===== src/rtl/uart_parity_engine.sv =====
// Shared UART parity unit: TX parity capture/hold and RX serial parity check.
// Optional stick (mark/space) parity is built only when UART_PAR_STICK_EN is defined.
module uart_parity_engine #(
   parameter int DATA_WIDTH = 8
) (
   input  logic                  CLK,
   input  logic                  RST,
   input  logic                  PAR_EN,
   input  logic [1:0]            PAR_TYP,
   input  logic [DATA_WIDTH-1:0] TX_DATA,
   input  logic                  TX_VALID,
   output logic                  TX_READY,
   input  logic                  TX_DONE,
   output logic                  TX_PAR_BIT,
   output logic                  TX_PAR_VALID,
   input  logic                  RX_START,
   input  logic                  RX_BIT,
   input  logic                  RX_BIT_STB,
   input  logic                  RX_PAR_STB,
   output logic                  RX_CHK_DONE,
   output logic                  RX_PAR_ERR,
   output logic                  RX_LEN_ERR
);

   localparam int CW = $clog2(DATA_WIDTH + 2);
   localparam logic [CW-1:0] CNT_LEN = CW'(DATA_WIDTH);
   localparam logic [CW-1:0] CNT_SAT = CW'(DATA_WIDTH + 1);

`ifdef UART_PAR_STICK_EN
   localparam int TW = 2;
`else
   localparam int TW = 1;
   logic unused_typ;
   assign unused_typ = PAR_TYP[1];
`endif

   // x is the XOR of the data bits; result is the bit to send/expect
   function automatic logic par_of(input logic x, input logic [TW-1:0] t);
      logic r;
`ifdef UART_PAR_STICK_EN
      unique case (t)
         2'b00:   r = x;
         2'b01:   r = ~x;
         2'b10:   r = 1'b1;
         default: r = 1'b0;
      endcase
`else
      r = x ^ t[0];
`endif
      return r;
   endfunction

   typedef enum logic {T_IDLE, T_HOLD} tx_st_t;
   typedef enum logic {R_IDLE, R_ACC} rx_st_t;

   tx_st_t tx_st_q;
   logic   tx_rdy_q;
   logic   tx_bit_q;
   logic   tx_val_q;

   always_ff @(posedge CLK or negedge RST) begin
      if (!RST) begin
         tx_st_q  <= T_IDLE;
         tx_rdy_q <= 1'b1;
         tx_bit_q <= 1'b0;
         tx_val_q <= 1'b0;
      end else begin
         unique case (tx_st_q)
            T_IDLE: begin
               if (TX_VALID) begin
                  tx_st_q  <= T_HOLD;
                  tx_rdy_q <= 1'b0;
                  tx_val_q <= PAR_EN;
                  tx_bit_q <= PAR_EN & par_of(^TX_DATA, PAR_TYP[TW-1:0]);
               end
            end
            T_HOLD: begin
               if (TX_DONE) begin
                  tx_st_q  <= T_IDLE;
                  tx_rdy_q <= 1'b1;
                  tx_val_q <= 1'b0;
                  tx_bit_q <= 1'b0;
               end
            end
            default: tx_st_q <= T_IDLE;
         endcase
      end
   end

   assign TX_READY     = tx_rdy_q;
   assign TX_PAR_BIT   = tx_bit_q;
   assign TX_PAR_VALID = tx_val_q;

   rx_st_t          rx_st_q;
   logic            rx_acc_q;
   logic [CW-1:0]   rx_cnt_q;
   logic [CW-1:0]   rx_cnt_d;
   logic            rx_en_q;
   logic [TW-1:0]   rx_typ_q;
   logic            rx_done_q;
   logic            rx_perr_q;
   logic            rx_lerr_q;

   always_comb begin
      rx_cnt_d = rx_cnt_q;
      if (rx_cnt_q != CNT_SAT) rx_cnt_d = rx_cnt_q + CW'(1);
   end

   always_ff @(posedge CLK or negedge RST) begin
      if (!RST) begin
         rx_st_q   <= R_IDLE;
         rx_acc_q  <= 1'b0;
         rx_cnt_q  <= '0;
         rx_en_q   <= 1'b0;
         rx_typ_q  <= '0;
         rx_done_q <= 1'b0;
         rx_perr_q <= 1'b0;
         rx_lerr_q <= 1'b0;
      end else begin
         rx_done_q <= 1'b0;
         if (RX_START) begin
            rx_st_q   <= R_ACC;
            rx_acc_q  <= 1'b0;
            rx_cnt_q  <= '0;
            rx_en_q   <= PAR_EN;
            rx_typ_q  <= PAR_TYP[TW-1:0];
            rx_perr_q <= 1'b0;
            rx_lerr_q <= 1'b0;
         end else if (rx_st_q == R_ACC) begin
            // a data strobe colliding with the parity strobe is dropped
            if (RX_PAR_STB) begin
               rx_perr_q <= rx_en_q & (RX_BIT != par_of(rx_acc_q, rx_typ_q));
               rx_lerr_q <= (rx_cnt_q != CNT_LEN) | RX_BIT_STB;
               rx_done_q <= 1'b1;
               rx_st_q   <= R_IDLE;
            end else if (RX_BIT_STB) begin
               rx_acc_q <= rx_acc_q ^ RX_BIT;
               rx_cnt_q <= rx_cnt_d;
            end
         end
      end
   end

   assign RX_CHK_DONE = rx_done_q;
   assign RX_PAR_ERR  = rx_perr_q;
   assign RX_LEN_ERR  = rx_lerr_q;

endmodule


===== config.mk =====
export PLATFORM = sky130hd
export DESIGN_NAME = uart_parity_engine
export DESIGN_NICKNAME = d
export VERILOG_FILES = /design/src/rtl/uart_parity_engine.sv
export SDC_FILE = /design/constraint.sdc
export NUM_CORES = 1
export LEC_CHECK = 0
export BUFFER_PORTS_ARGS = -buffer_cell sky130_fd_sc_hd__buf_2
export CAP_MARGIN = 15
export CORE_MARGIN = 2
export CORE_UTILIZATION = 51
export DETAILED_ROUTE_END_ITERATION = 6
export GPL_TIMING_DRIVEN = 0
export PLACE_DENSITY_LB_ADDON = 0.25
export RECOVER_POWER = 50
export SETUP_SLACK_MARGIN = 0.2
export SLEW_MARGIN = 20
export SYNTH_ARGS = -nofsm -noshare
export SYNTH_HDL_FRONTEND = slang
export SYNTH_SLANG_ARGS = --single-unit

===== constraint.sdc =====
create_clock -name CLK -period 1.8 [get_ports CLK]
set_input_delay 0.36 -clock CLK [delete_from_list [all_inputs] [get_ports CLK]]
set_output_delay 0.36 -clock CLK [all_outputs]
set_load 0.05 [all_outputs]

### Word-level counts from Yosys, hierarchy flattened

Index checks and enable logic that the tools add are counted.

| cells by class | value |
|---|---|
| add/sub/neg operators | 1 |
| equal/unequal tests | 6 |
| mux-type cells | 32 |
| bitwise logic cells | 7 |
| reductions and logical operators | 9 |

Operator list:

| kind | count |
|---|---|
| $mux 1 | 23 |
| $mux 4 | 5 |
| $ne 4x4->1 const B | 2 |
| $pmux 1 s2 | 4 |
| $reduce_bool 2->1 | 4 |
| $reduce_xor 8->1 | 1 |
| $ne 2x2->1 const B | 3 |
| $add 4x1->4 const B | 1 |
| $reduce_and 2->1 | 2 |
| $reduce_and 4->1 | 1 |
| $reduce_and 3->1 | 1 |
| $xor 1x1->1 | 3 |
| $and 1x1->1 | 2 |
| $ne 1x1->1 | 1 |
| $not 1->1 | 1 |
| $or 1x1->1 | 1 |

| storage, ports and cells | value |
|---|---|
| register bits | 15 |
| input bits | 19 |

### Logic depth before layout (Yosys ltp)

Gate-level depths: netlist of run 1.

| depth | value |
|---|---|
| word-level depth | 6 |
| depth in mapped cells | 6 |
| gate-level depth less buffers | 6 |

### Least setup slack after synthesis of run 1

Ideal clock, no wire load.

| timing path | value |
|---|---|
| path kind | input port to flip-flop |
| start | in TX_DATA[5] |
| end | reg tx_bit_q (netlist: TX_PAR_BIT) |
| arrival | 1,104 ps |
| data required time | 1,678 ps |
| path slack | 573 ps |
| stages on the path | 4 |
| path through | xor2_1 > xnor3_1 > xnor2_1 > o21ai_1 |

| between the ends | value |
|---|---|
| longest elaborated chain between the ends | 5 |

Ends and longest elaborated chain:

| item | RTL line | text |
|---|---|---|
| start, declared | 10 | `input logic [DATA_WIDTH-1:0] TX_DATA,` |
| $reduce_xor 8->1 | 74 | `tx_bit_q <= PAR_EN & par_of(^TX_DATA, PAR_TYP[TW-1:0]);` |
| $xor 1x1->1 | 48 | `r = x ^ t[0];` |
| $and 1x1->1 | 74 |  |
| $mux 1 | 70 | `if (TX_VALID) begin` |
| $pmux 1 s2 | 68 | `unique case (tx_st_q)` |
| end signal, assigned | 74 |  |
| end, declared | 58 | `logic tx_bit_q;` |

Every way passes these cells. The select of a mux whose other input is x is not followed.
A chain may end at the register's enable or synchronous reset.

### Worst setup path after layout of run 1

| timing path | value |
|---|---|
| start | reg tx_rdy_q (netlist: TX_READY) |
| end | out TX_READY |

RTL lines:

| item | RTL line | text |
|---|---|---|
| start, declared | 57 | `logic tx_rdy_q;` |
| start signal, assigned | 64 | `tx_rdy_q <= 1'b1;` |
| start signal, assigned | 72 | `tx_rdy_q <= 1'b0;` |
| start signal, assigned | 80 | `tx_rdy_q <= 1'b1;` |
| end, declared | 12 | `output logic TX_READY,` |

No word-level cell between the ends.

==> results.toml, run 1 <==
[status]
status = "complete, no violations"

[clock_tree]
htreeDepth = 1
cts_tree = "built"
clkTransAtPathRegs_ns = 0.09
clkSinkCount = 15
clock_latency_ns = 0.28
cts_root_buf = "clkbuf_4"
cts-buffers-inserted = 3
max-clock-path-buffers = 2

[global_route]
track_usage_pct = 16.3
globalRouteMet1Util_pct = 18.6
grt_pass1_vias = 533
grt_start_max_net_pins = 16
gr-total-overflow = 0
grt_pass1_wl_um = 2200
grtUsageMet3_pct = 4.68
grt-busiest-layer = "met2"
antenna_found_initial = 0
grt.met2_usage_pct = 27.9

[yosys]
yosys-top-cells-count = "dfrtp_1 (14), nor2_1 (8), nand2_1 (7), xnor2_1 (7), xor2_1 (5)"
yosysMostFrequentCell = "dfrtp_1"
seq_area_frac_synth_pct = 49.3
netlist.area_leader.share_pct = 45.8
async_reset_ff_share_pct = 100
synth-warning-count = 0
syn_inst = 72
netlist_area_sq_um = 764
synth_area_per_cell_sq_um = 10.6
yosys_register_bits = 15
ys.flop_type = "dfrtp_1"
netlist_top_cells_area = "dfrtp_1 (46%), xnor2_1 (8.0%), xor2_1 (5.7%)"
synth_cell_type_count = 22
yosysTopAreaCell = "dfrtp_1"
syn_nets = 94
synth_edf_count = 0

[worst_setup_path]
cp_cell_sequence = "buf_2"
cp_max_fo = 3
slowest_delay_ns = 0.55
timing_worst_setup_path_type = "reg -> out"
worst_setup_path_end_kind = "primary output"
crit_family = "flip-flops"
cp-start-kind = "register"
arrival_ns = 1.08
slowest_stage = "dfstp_2"
cp.depth = 1
reg2reg_depth = 6
required_ns = 1.44
timing.critical_path.from = "TX_READY"
crit_buf_inv = 1
r2r_start = "rx_cnt_q[0]"

[detailed_routing]
drt-initial-drc-count = 7
dr.pass1.iters = 4
drc = 0
drt-total-wl_um = 1330
wl_per_cell_um = 11.5
routed_via_density = 5.16
postRouteAntennaNets = 0
vias = 593

[timing]
hold_viol = 0
setup_slack_ns = 0.361
period_share_pct = 79.9
rsz0062_at_grt = "false"
max_clock_freq_ghz = 0.695
finalSetupViolCount = 0
worstMarginPinSlew_ns = 0.785
finalMaxSlewViolations = 0
skew_ns = 0.00580
maxSlewHeadroom_pct = 47.7
finalSetupTns_ns = 0
finalCriticalPeriod_ns = 1.44

[hold_path]
hold_path_depth = 2
holdCritPathClass = "in -> reg"
hold_path.startpoint = "TX_DONE"

[die]
die_x_um = 42.7
die_height_um = 42.7
initial_core_util_pct = 56.6
die-area_sq_mm = 0.00182
ios = 25
rows = 13
core-area_sq_mm = 0.00135

[placement]
dp_hpwl_um = 986
portBuffers = 23
dpl.cell_count = 110
place.gp.congestion = 0.762
pre_cts_ws_ns = 0.409
placed_cell_area_sq_um = 898

[pwr]
p_per_area_mw_per_mm2 = 834
power_leakage_uw = 0.000467
peakVddDrop_uv = 412

[layout]
syn_to_final_growth_pct = 22.1
layout-drive-gt1-share_pct = 28.0
fin_area_sq_um = 933
fillers = 103
seq_area_sq_um = 377
instances_no_fill = 115
diodes = 0
multi_input_area_sq_um = 369
final_nets = 123

[job]
max_cap_viol_count = 0
[flip-flops by register name, indices dropped and copies added, names as in the netlist]
register / count
TX_PAR_BIT: 1
tx_st_q: 1
RX_LEN_ERR: 1
rx_typ_q: 1
RX_CHK_DONE: 1
TX_READY: 1
rx_cnt_q: 4
rx_st_q: 1
TX_PAR_VALID: 1
RX_PAR_ERR: 1
rx_en_q: 1
rx_acc_q: 1
[where the power goes]
| part | total (uW) | internal, uW | switching, uW |
|---|---|---|---|
| Combinational | 200 | 80.6 | 120 |
| Clock | 186 | 85.9 | 100 |
| Sequential | 392 | 368 | 23.7 |
[path summary, 6_finish.rpt]
path	end	slack, ns
setup / recovery	TX_READY	0.36
hold / removal	tx_st_q	0.29
setup reg to reg	RX_LEN_ERR	0.57
hold reg to reg	TX_READY	0.48
max in group asynchronous	rx_cnt_q[0]	0.63
min in group asynchronous	tx_st_q	0.68
[metrics by stage]
step                hold slack [ns]  power (uW)  util [%]
CTS                           0.284         784      69.2
global placement              0.276         591      66.5
detailed placement            0.274         598      66.5
finish                        0.286         778      69.1
global route                  0.299         817      69.1
floorplan                    0.0644         536         -
[cell type report]
class | count | share of cell area, %
Inverter | 4 | 1.61
Multi-Input combinational cell | 52 | 39.5
Tap cell | 15 | 2.01
Sequential cell | 15 | 40.3
Clock buffer | 4 | 2.82
Timing Repair Buffer | 24 | 13.3
Buffer | 1 | 0.402
[routing by layer]
layer | routed length (um) | share of wire, % | vias up
li1 | - | - | 297
met1 | 580 | 44 | 273
met2 | 634 | 48 | 19
met3 | 90 | 6.8 | 4
met4 | 23 | 1.7 | 0
met5 | 0 | 0 | -
[logic make-up after synthesis]
group / share of synthesized area (%)
AOI/OAI and AO/OA: 6.38
xor gates and xnor gates: 16.7
adders and majority gates: 4.91
buffers and inverters: 2.45
DFF: 49.3
muxes: 5.56
and+or+nand+nor: 14.7
[cell usage in the layout, fill, tap and decap left out]
| master | netlist | final |
|---|---|---|
| a21o_1 | 1 | 1 |
| a21oi_1 | 4 | 4 |
| and3b_1 | 1 | 1 |
| buf_2 | 0 | 22 |
| clkbuf_1 | 1 | 3 |
| clkbuf_4 | 0 | 3 |
| dfrtp_1 | 14 | 14 |
| dfstp_2 | 1 | 1 |
| dlygate4sd3_1 | 0 | 1 |
| ha_1 | 3 | 3 |
| inv_1 | 4 | 4 |
| mux2_2 | 2 | 2 |
| mux2i_1 | 2 | 2 |
| nand2_1 | 7 | 7 |
| nand3_1 | 2 | 2 |
| nand3b_1 | 2 | 2 |
| nand4_1 | 2 | 2 |
| nor2_1 | 8 | 8 |
| nor4bb_1 | 1 | 1 |
| o21ai_0 | 2 | 2 |
| o21ai_1 | 1 | 1 |
| o22ai_1 | 1 | 1 |
| xnor2_1 | 7 | 7 |
| xnor3_1 | 1 | 1 |
| xor2_1 | 5 | 5 |
[repair_timing]
action,4_1_cts,5_1_grt
setup buffers,0,0
hold endpoints to repair,14,0
gates resized for setup,0,0
setup endpoints to repair,0,0
hold buffers,1,0
(Power assumes the default switching activity.)
==> run 2, diff against run 1 <==
--- a/config.mk
+++ b/config.mk
@@ -8,7 +8,7 @@
 export BUFFER_PORTS_ARGS = -buffer_cell sky130_fd_sc_hd__buf_2
 export CAP_MARGIN = 15
 export CORE_MARGIN = 2
-export CORE_UTILIZATION = 51
+export CORE_UTILIZATION = 48
 export DETAILED_ROUTE_END_ITERATION = 6
 export GPL_TIMING_DRIVEN = 0
 export PLACE_DENSITY_LB_ADDON = 0.25
==> constraint.sdc (replaced) <==
create_clock -name CLK -period 1.4 [get_ports CLK]
set_input_delay 0.28 -clock CLK [delete_from_list [all_inputs] [get_ports CLK]]
set_output_delay 0.28 -clock CLK [all_outputs]
set_load 0.05 [all_outputs]
==> run 2 against run 1 <==
Global-route usage is 0.48 points lower. Clock skew is 0.0018 ns lower. First-iteration DRC count stayed put. Sequential power is 29% higher. Highest routed layer is now met3. Non-clock buffer count is 2 higher. Via count is 1.5% lower.
==> results.toml, run 2 (same netlist as run 1, synthesis figures left out) <==
[placement]
dp_hpwl_um = 1060
pre_cts_ws_ns = 0.0778
portBuffers = 23
place.gp.congestion = 0.691

[pwr]
switching_share_pct = 30.9
peakVddDrop_uv = 700
clockPowerShare_pct = 23.1
p_per_area_mw_per_mm2 = 1040
power_leakage_uw = 0.000486
pwr-share-seq_pct = 49.3
p_comb_share_pct = 27.6
power.internal_uw = 710
power.total_uw = 1030
p_sw_uw = 317

[timing]
setup_slack_ns = 0.146
skew_ns = 0.00401
finalMaxSlewViolations = 0
finalSetupViolCount = 0
worstMarginPinSlew_ns = 0.761
rsz0062_at_grt = "true"
hold_viol = 0
finalCriticalPeriod_ns = 1.25
period_share_pct = 89.6
max_clock_freq_ghz = 0.797
hold-worst-slack_ns = 0.218
finalSetupTns_ns = 0
maxSlewHeadroom_pct = 49.3

[detailed_routing]
routed_via_density = 4.95
drt-total-wl_um = 1370
drt-initial-drc-count = 7
postRouteAntennaNets = 0
vias = 584
dr.pass1.iters = 2
wl_per_cell_um = 11.6
drc = 0

[clock_tree]
clkTransAtPathRegs_ns = 0.08
cts-buffers-inserted = 3
cts_tree = "built"
cts_root_buf = "clkbuf_4"
htreeDepth = 1
clock_latency_ns = 0.27
max-clock-path-buffers = 2
clkSinkCount = 15

[die]
core-area_sq_mm = 0.00151
die_x_um = 43.9
die_height_um = 43.9
rows = 14
ios = 25
initial_core_util_pct = 50.7
die-area_sq_mm = 0.00193

[global_route]
grt_start_max_net_pins = 16
antenna_found_initial = 0
grt_pass1_vias = 568
gr-total-overflow = 0
track_usage_pct = 15.8
grt_pass1_wl_um = 2320

[worst_setup_path]
slowest_delay_ns = 0.56
slowest_stage = "dfstp_2"
cp_max_fo = 3
crit_buf_inv = 1
cp-start-kind = "register"
crit_family = "flip-flops"
timing_worst_setup_path_type = "reg -> out"
arrival_ns = 0.97
worst_setup_path_end_kind = "primary output"
cp_cell_sequence = "buf_8"
required_ns = 1.12

[layout]
syn_to_final_growth_pct = 29.3
final_common_cell = "buf_2"
largest_reg_flops = 4
largest_register = "rx_cnt_q"
diodes = 0
layout-drive-gt1-share_pct = 37.3
layout_common_cells = "buf_2 (19), dfrtp_1 (14), nor2_1 (8)"
final_util_pct = 65.6
final_nets = 125

[job]
max_cap_viol_count = 0

[hold_path]
holdCritPathClass = "in -> reg"

[status]
status = "complete, no violations"
==> run 2: per-layer routing <==
metal	GRT usage, %	part of all wire, %	up-vias
li1	-	-	297
met1	21.6	45	269
met2	26.5	49	18
met3	3.75	6.1	0
met4	1.82	0	0
met5	0	0	-
==> run 2: layout make-up <==
type	count	area, sq um
clock buffers	4	26.3
multi-input cells	52	393
plain buffers	1	3.75
well taps	16	20.0
inverters	4	15.0
flip-flops and latches	15	377
repair buffers	26	154
fillers	126	518
==> run 2: worst paths after layout <==
kind,from,endpoint,cells after the start,slack [ns]
max,TX_READY,TX_READY,1,0.15
min in group asynchronous,RST,RX_LEN_ERR,2,0.59
min reg2reg,TX_READY,TX_READY,2,0.51
max reg2reg,rx_cnt_q[1],rx_cnt_q[2],6,0.17
min,TX_DONE,tx_st_q,2,0.22
max in group asynchronous,RST,TX_PAR_BIT,2,0.34
==> run 2: stage by stage <==
step | std cells | instance area [sq um]
2_1_floorplan | 72 | 764
3_3_place_gp | 111 | 900
3_5_place_dp | 111 | 900
4_1_cts | 118 | 961
5_1_grt | 118 | 988
6_report | 118 | 988
==> run 2: power groups by stage <==
stage / Combinational [uW] / Clock, uW / Sequential [uW]
final: 283 / 238 / 506
after global routing: 310 / 262 / 511
after CTS: 278 / 242 / 505
after detailed placement: 258 / 0 / 512
after global placement: 252 / 0 / 509
after floorplan: 109 / 0 / 580
==> run 2: what timing repair did <==
item                       CTS  global route
setup endpoints to repair    4             7
hold endpoints to repair    14             0
setup buffers                2             0
resized for setup            4             9
hold buffers                 1             0
pin swaps                    0             6
==> run 3, diff against run 2 <==
--- a/config.mk
+++ b/config.mk
@@ -8,7 +8,7 @@
 export BUFFER_PORTS_ARGS = -buffer_cell sky130_fd_sc_hd__buf_2
 export CAP_MARGIN = 15
 export CORE_MARGIN = 2
-export CORE_UTILIZATION = 48
+export CORE_UTILIZATION = 46
 export DETAILED_ROUTE_END_ITERATION = 6
 export GPL_TIMING_DRIVEN = 0
 export PLACE_DENSITY_LB_ADDON = 0.25
==> run 3 against run 2 <==
Sequential share of layout area decreased by 1.4 points. Register-to-register slack got worse by 0.02 ns. Worst setup slack got worse by 0.014 ns. Critical path depth unchanged. Cell count increased by 2.5%. Highest routed layer is now met4.
==> results.toml, run 3 (same netlist as run 1, synthesis figures left out) <==
[layout]
seq_area_sq_um = 377
layout_common_cells = "buf_2 (18), dfrtp_1 (14), nor2_1 (8)"
layout-drive-gt1-share_pct = 38.1
syn_to_final_growth_pct = 34.4
largest_register = "rx_cnt_q"
largest_reg_flops = 4
final_nets = 128
final_common_cell = "buf_2"
diodes = 0
fillers = 113
multi_input_area_sq_um = 405

[placement]
dp_hpwl_um = 983
place.gp.congestion = 0.702
portBuffers = 23

[pwr]
peakVddDrop_uv = 796
power_leakage_uw = 0.000506
p_sw_uw = 331
p_comb_share_pct = 28.2
power.internal_uw = 714
switching_share_pct = 31.7
pwr-share-seq_pct = 48.4
clockPowerShare_pct = 23.4
p_per_area_mw_per_mm2 = 1020

[worst_setup_path]
cp_cell_sequence = "buf_8"
arrival_ns = 0.99
crit_family = "flip-flops"
crit_buf_inv = 1
required_ns = 1.12
timing.critical_path.from = "TX_READY"
cp-start-kind = "register"
r2r_start = "rx_cnt_q[1]"
slowest_delay_ns = 0.57
cp_max_fo = 3
timing_worst_setup_path_type = "reg -> out"
worst_setup_path_end_kind = "primary output"
slowest_stage = "dfstp_2"

[status]
status = "complete, no violations"

[detailed_routing]
vias = 603
drt-initial-drc-count = 9
dr.pass1.iters = 4
routed_via_density = 4.98
wl_per_cell_um = 12.0
drt-total-wl_um = 1460
postRouteAntennaNets = 0
drc = 0

[timing]
finalSetupTns_ns = 0
max_clock_freq_ghz = 0.789
finalMaxSlewViolations = 0
period_share_pct = 90.6
hold-worst-slack_ns = 0.206
maxSlewHeadroom_pct = 47.0
rsz0062_at_grt = "true"
worstMarginPinSlew_ns = 0.795
skew_ns = 0.00683
finalSetupViolCount = 0
hold_viol = 0
finalCriticalPeriod_ns = 1.27

[die]
ios = 25
core-area_sq_mm = 0.00152
die_height_um = 44.8
die-area_sq_mm = 0.00200
initial_core_util_pct = 50.2
rows = 14
die_x_um = 44.8

[clock_tree]
cts_root_buf = "clkbuf_4"
cts-buffers-inserted = 3
clkTransAtPathRegs_ns = 0.09
clkSinkCount = 15
cts_tree = "built"
max-clock-path-buffers = 2
clock_latency_ns = 0.28
htreeDepth = 1

[hold_path]
holdCritPathClass = "in -> reg"
hold_path.startpoint = "TX_DONE"

[job]
max_cap_viol_count = 0

[global_route]
grt_start_max_net_pins = 16
gr-total-overflow = 0
track_usage_pct = 15.5
grt_pass1_wl_um = 2290
grt_pass1_vias = 539
antenna_found_initial = 0
run 3: area by class of cell:
type                    count  area share [%]
multi-input cells          52            39.5
inverters                   4            1.46
plain buffers               1           0.365
flip-flops and latches     15            36.7
clock buffers               3            2.19
well taps                  16            1.95
clock inverters             1           0.487
repair buffers             29            17.4
run 3: final timing paths:
check,endpoint,slack (ns),depth (start not counted)
max,TX_READY,0.13,1
min,tx_st_q,0.21,2
max reg2reg,rx_cnt_q[0],0.15,6
min reg2reg,TX_PAR_BIT,0.49,2
max in group asynchronous,TX_PAR_BIT,0.31,2
min in group asynchronous,rx_cnt_q[0],0.59,2
run 3: routing by layer:
| layer | part of all wire, % | wire (um) | up-vias | GRT usage [%] |
|---|---|---|---|---|
| met3 | 5.7 | 83 | 2 | 2.40 |
| met5 | 0 | 0 | - | 0 |
| met1 | 45 | 659 | 271 | 21.0 |
| met4 | 0.48 | 7 | 0 | 3.64 |
| met2 | 49 | 707 | 21 | 26.1 |
| li1 | - | - | 309 | - |
run 3: power groups by stage:
stage / registers (uW) / logic, uW / clock network [uW]
detailed placement: 511 / 255 / 0
global route: 511 / 319 / 269
global placement: 508 / 251 / 0
CTS: 506 / 276 / 251
floorplan: 580 / 109 / 0
finish: 506 / 295 / 244
run 3: what timing repair did:
action	4_1_cts	5_1_grt
hold buffers	1	0
endpoints found under the hold margin	14	0
setup endpoints to repair	3	8
pin swaps	0	3
setup buffers	1	4
resized for setup	6	8
run 3: per-stage QoR:
stage / worst slack [ns] / util (%) / power [uW] / cell area [sq um] / instances
final: 0.132 / 67.4 / 1050 / 1030 / 121
after global routing: 0.0551 / 67.4 / 1100 / 1030 / 121
after CTS: 0.129 / 63.2 / 1030 / 963 / 117
after detailed placement: 0.0621 / 59.0 / 767 / 900 / 111
after global placement: 0.0973 / 59.0 / 760 / 900 / 111
after floorplan: 0.253 / - / 689 / 764 / 72
